`config.mk`:
```
export PLATFORM = sky130hd
export DESIGN_NAME = ysyx_24100006_ifu
export DESIGN_NICKNAME = d
export VERILOG_FILES = /design/src/rtl/ysyx_24100006_defs.sv /design/src/rtl/ysyx_24100006_ifu.sv
export SDC_FILE = /design/constraint.sdc
export NUM_CORES = 1
export LEC_CHECK = 0
export BUFFER_PORTS_ARGS = -buffer_cell sky130_fd_sc_hd__buf_2
export CAP_MARGIN = 20
export CORE_UTILIZATION = 42
export CTS_BUF_LIST = sky130_fd_sc_hd__clkbuf_2
export DETAILED_ROUTE_END_ITERATION = 8
export PLACE_DENSITY_LB_ADDON = 0.08
export SLEW_MARGIN = 20
export SYNTH_ARGS = -nofsm -noshare
export SYNTH_HDL_FRONTEND = slang
export SYNTH_SLANG_ARGS = --single-unit
export TNS_END_PERCENT = 20
```
`constraint.sdc`:
```
create_clock -name clk -period 1.7 [get_ports clk]
set_clock_uncertainty 0.05 [all_clocks]
set_input_delay 0.085 -clock clk [delete_from_list [all_inputs] [get_ports clk]]
set_output_delay 0.085 -clock clk [all_outputs]
set_load 0.1 [all_outputs]
```
`src/rtl/ysyx_24100006_defs.sv`:
```
// Shared definitions for the ysyx_24100006 core.
// IFU state encoding, reset PC and instruction width.
package ysyx_24100006_defs;

  localparam int unsigned INST_W = 32;

  localparam logic [31:0] RESET_PC_DEF = 32'h8000_0000;

  typedef enum logic [1:0] {
    S_REQ  = 2'd0,
    S_WAIT = 2'd1,
    S_OUT  = 2'd2
  } ifu_state_e;

endpackage

```
`src/rtl/ysyx_24100006_ifu.sv`:
```
// Instruction fetch unit: one outstanding read, result
// handed to IF/ID over valid/ready, redirects kill stale fetches.
module ysyx_24100006_ifu
  import ysyx_24100006_defs::*;
#(
  parameter logic [31:0] RESET_PC = RESET_PC_DEF,
  parameter logic [31:0] PC_STEP  = 32'd4
) (
  input  logic              clk,
  input  logic              reset,
  input  logic              redirect_i,
  input  logic [31:0]       redirect_pc_i,
  output logic              mem_req_valid,
  input  logic              mem_req_ready,
  output logic [31:0]       mem_req_addr,
  input  logic              mem_resp_valid,
  output logic              mem_resp_ready,
  input  logic [INST_W-1:0] mem_resp_data,
  input  logic              mem_resp_err,
  output logic              out_valid,
  input  logic              out_ready,
  output logic [31:0]       pc_o,
  output logic [INST_W-1:0] instruction_o,
  output logic              fault_o
);

  ifu_state_e        state, state_n;
  logic [31:0]       pc, pc_n;
  logic              drop, drop_n;
  logic [INST_W-1:0] inst_n;
  logic              fault_n;

  always_ff @(posedge clk) begin
    if (reset) begin
      state         <= S_REQ;
      pc            <= RESET_PC;
      drop          <= 1'b0;
      instruction_o <= '0;
      fault_o       <= 1'b0;
    end else begin
      state         <= state_n;
      pc            <= pc_n;
      drop          <= drop_n;
      instruction_o <= inst_n;
      fault_o       <= fault_n;
    end
  end

  always_comb begin
    state_n = state;
    pc_n    = pc;
    drop_n  = drop;
    inst_n  = instruction_o;
    fault_n = fault_o;
    unique case (state)
      S_REQ: begin
        if (mem_req_ready) state_n = S_WAIT;
      end
      S_WAIT: begin
        if (mem_resp_valid) begin
          if (drop) begin
            drop_n  = 1'b0;
            state_n = S_REQ;
          end else begin
            inst_n  = mem_resp_data;
            fault_n = mem_resp_err;
            state_n = S_OUT;
          end
        end
      end
      S_OUT: begin
        if (out_ready) begin
          pc_n    = pc + PC_STEP;
          state_n = S_REQ;
        end
      end
      default: state_n = S_REQ;
    endcase

    // Redirect wins: any in-flight response is marked stale.
    if (redirect_i) begin
      pc_n    = redirect_pc_i & ~32'h3;
      inst_n  = instruction_o;
      fault_n = fault_o;
      unique case (state)
        S_REQ: begin
          if (mem_req_ready) begin
            state_n = S_WAIT;
            drop_n  = 1'b1;
          end
        end
        S_WAIT: begin
          if (mem_resp_valid) begin
            state_n = S_REQ;
            drop_n  = 1'b0;
          end else begin
            drop_n  = 1'b1;
          end
        end
        default: state_n = S_REQ;
      endcase
    end
  end

  assign mem_req_valid  = (state == S_REQ);
  assign mem_resp_ready = (state == S_WAIT);
  assign out_valid      = (state == S_OUT);
  assign mem_req_addr   = pc;
  assign pc_o           = pc;

endmodule

```
==> impl_metrics.ini <==
[status]
outcome = finished with violations
failed_checks = negative setup slack

[place]
io_buffers = 164
hpwl_mm = 5.80
gp_congestion = 0.795
placedCellCount = 624
detailedPlace.worstSlack_ns = -0.0484

[setup_path]
setup.worst_path.start_class = flop
reg2reg_slack_ns = -0.02
critical_path.startpoint = mem_req_addr[11]
critical_path_arrival_ns = 2.08
timing.critical_path.to = mem_req_addr[20]
worstReg2RegStart = mem_req_addr[11]
regToRegEndpoint = mem_req_addr[20]
worst-endpoint-required_ns = 2.06
worst_reg_to_reg_path_cell_count = 5
crit_path_class = flop to flop
critical_path_peak_fanout = 7
timing.critical_path.to_type = flop

[sta]
finalSetupViolCount = 1
achievable_clock_frequency_mhz = 580
unrepaired_setup_endpoints_after_global_routing = yes
hold_slack_ns = 0.294
postLayoutSetupSlackWorst_ns = -0.0236
slew_viol_final = 0
period_share_pct = 101
period_minus_slack_ns = 1.72
finalHoldViolCount = 0

[finish]
area_growth_pct = 62.1
number_of_inserted_filler_cells_in_the_final_layout = 586
stdcell_count = 721
drive_above_1_share_pct = 41.3
n_antenna_cell = 0
multi_input_comb_area_mm2 = 0.00153
nNetsFinal = 689
seq_cell_area_mm2 = 0.00141

[floorplanning]
rows = 31
effective_utilization_at_floorplan_pct = 43.3
die-area_mm2 = 0.00783
num_io_pins = 171
chip_height_um = 88.5
floorplan.die.width_um = 88.5
design.core.area_mm2 = 0.00725

[drt]
routed_via_density = 4.86
first_iter_violations = 96
post-route-drc-count = 0
number_of_vias_in_the_routed_layout = 3504
totalWireLength_mm = 9.31
drt_pass1_iterations = 4
antenna_left = 0
routedWlPerCell_um = 12.9

[synth]
synthMuxAreaShare_pct = 0.319
synth_enable_flop_cells = 0
synth_top_family_by_area = simple AND/OR/NAND/NOR gates
synth_top_cells_by_area = sky130_fd_sc_hd__dfxtp_1 (42%), sky130_fd_sc_hd__nand2_1 (9.9%), sky130_fd_sc_hd__buf_4 (8.4%)
synth_xor_xnor_area_share_pct = 7.81
synth.cell_area_mm2 = 0.00314
synth_warnings = 0
async_flop_share_pct = 0
synth_commonest_cells = sky130_fd_sc_hd__nand2_1 (83), sky130_fd_sc_hd__dfxtp_1 (66), sky130_fd_sc_hd__a21oi_1 (44), sky130_fd_sc_hd__buf_4 (35), sky130_fd_sc_hd__nor2_1 (28)
ys.flop_type = sky130_fd_sc_hd__dfxtp_1
synth.most_common_cell = sky130_fd_sc_hd__nand2_1
synth_simple_gate_area_share_pct = 23.9
netlist_instances = 392
synth_adder_area_share_pct = 0.398
synth_largest_type_area_fraction_pct = 42.1
synth.distinct_cells = 35
synth_seq_area_share_pct = 42.1
synth_seq_cells = 66
avgSynthCellArea_um2 = 8.01
synth_top_area_cell = sky130_fd_sc_hd__dfxtp_1
synth_area_in_compound_gates_pct = 13.8

[pwr]
cellInternalPower_mw = 2.62
power.sequential.fraction_pct = 38.1
p_per_area_mw_per_mm2 = 868
power_frac_clock_pct = 28.9
comb_power_share_pct = 33.1
vdd_ir_drop_max_mv = 0.427
cellLeakagePower_nw = 2.32
p_sw_share_pct = 40.8
switching_power_mw = 1.80

[cts]
htreeDepth = 3
clockBufferDepth = 2
cts_tree = done
clkTransAtPathRegs_ns = 0.22
cts_root_buffer = sky130_fd_sc_hd__clkbuf_2
clkSinkCount = 66
clk-insertion-delay-late_ns = 0.48
numCtsBuffers = 9

[worst_hold_path]
worstHoldStart = mem_resp_data[15]
hp-class = input port to flop

[global_route]
number_of_global_route_vias_before_repair = 3203
globalRouteOverflowTotal = 0
grt_max_degree = 51
antenna_found_initial = 0
track_usage_pct = 23.8
grt_first_pass_wirelength_mm = 14.4

[job]
cap_viol_max_count = 0
-- logic make-up after synthesis --
group / Yosys count
simple gates: 161
compound gates: 73
flops: 66
buf+inv: 61
xor+xnor: 28
fa+ha+maj: 1
other cells: 1
mux: 1
-- worst max-delay path, stage by stage, from the launching register on --
cell and delay (ns):
sky130_fd_sc_hd__dfxtp_4 0.42, sky130_fd_sc_hd__nand4_1 0.16, sky130_fd_sc_hd__buf_4 0.19, sky130_fd_sc_hd__or4_4 0.47, sky130_fd_sc_hd__xor2_1 0.16, sky130_fd_sc_hd__a211oi_2 0.20
-- stage by stage --
stage	instance area, µm²	setup TNS, ns	utilization, %	power, mW
2_1_floorplan	3290	-2.70	-	2.83
3_3_place_gp	4090	-0.0275	56.4	3.01
3_5_place_dp	4090	-0.0484	56.4	3.02
4_1_cts	5010	-0.0909	69.1	4.45
5_1_grt	5090	-0.665	70.2	4.60
6_report	5090	-0.0236	70.2	4.42
-- worst min-delay path by stage --
stage,endpoint,depth (start not counted)
finish,instruction_o[15],4
detailed placement,mem_req_addr[27],3
global route,instruction_o[14],4
global placement,mem_req_addr[27],3
floorplan,mem_req_addr[10],2
CTS,instruction_o[11],4
-- cell type report --
class	instances	share of cell area (%)
Multi-Input combinational cell	268	30.1
Inverter	5	0.369
Clock buffer	9	0.885
Sequential cell	66	27.7
Tap cell	99	2.43
Clock inverter	7	2.41
Timing Repair Buffer	267	36.2
-- layout by cell type, fill, tap and decap left out, types with 18 or more instances in the layout --
| cell type | n |
|---|---|
| sky130_fd_sc_hd__nand2_1 | 82 |
| sky130_fd_sc_hd__dlygate4sd3_1 | 74 |
| sky130_fd_sc_hd__xor2_1 | 22 |
| sky130_fd_sc_hd__buf_4 | 26 |
| sky130_fd_sc_hd__a211oi_1 | 18 |
| sky130_fd_sc_hd__dfxtp_4 | 21 |
| sky130_fd_sc_hd__buf_2 | 161 |
| sky130_fd_sc_hd__dfxtp_1 | 37 |
| sky130_fd_sc_hd__a21oi_1 | 44 |
| sky130_fd_sc_hd__nor2_1 | 28 |
-- repair_timing --
item                       in CTS  in global routing
hold buffers                   74                  0
resized for setup               6                 11
pin swaps                       4                 15
setup endpoints to repair      12                 20
hold endpoints to repair       66                  0
buffers inserted                0                  7
-- state kept, by name (all words and copies together), names as in the netlist --
| register | count |
|---|---|
| instruction_o | 32 |
| fault_o | 1 |
| drop | 1 |
| state | 2 |
| mem_req_addr | 30 |
-- layer usage --
metal  global-route usage [%]  routed length (µm)  share of wire (%)  vias to the layer above
met2                     42.6                4730                 51                      118
met3                     4.76                 425                4.6                       22
met1                     27.2                3940                 42                     1613
li1                         -                   -                  -                     1751
met5                        0                   0                  0                        -
met4                     11.3                 220                2.4                        0
-- power by group through the flow --
stage	clock [mW]	combinational (mW)	sequential, mW
after floorplan	0	0.657	2.17
after global placement	0	1.30	1.71
after detailed placement	0	1.31	1.71
after CTS	1.32	1.44	1.68
after global routing	1.38	1.52	1.70
final	1.27	1.46	1.68
(Power assumes the default switching activity.)
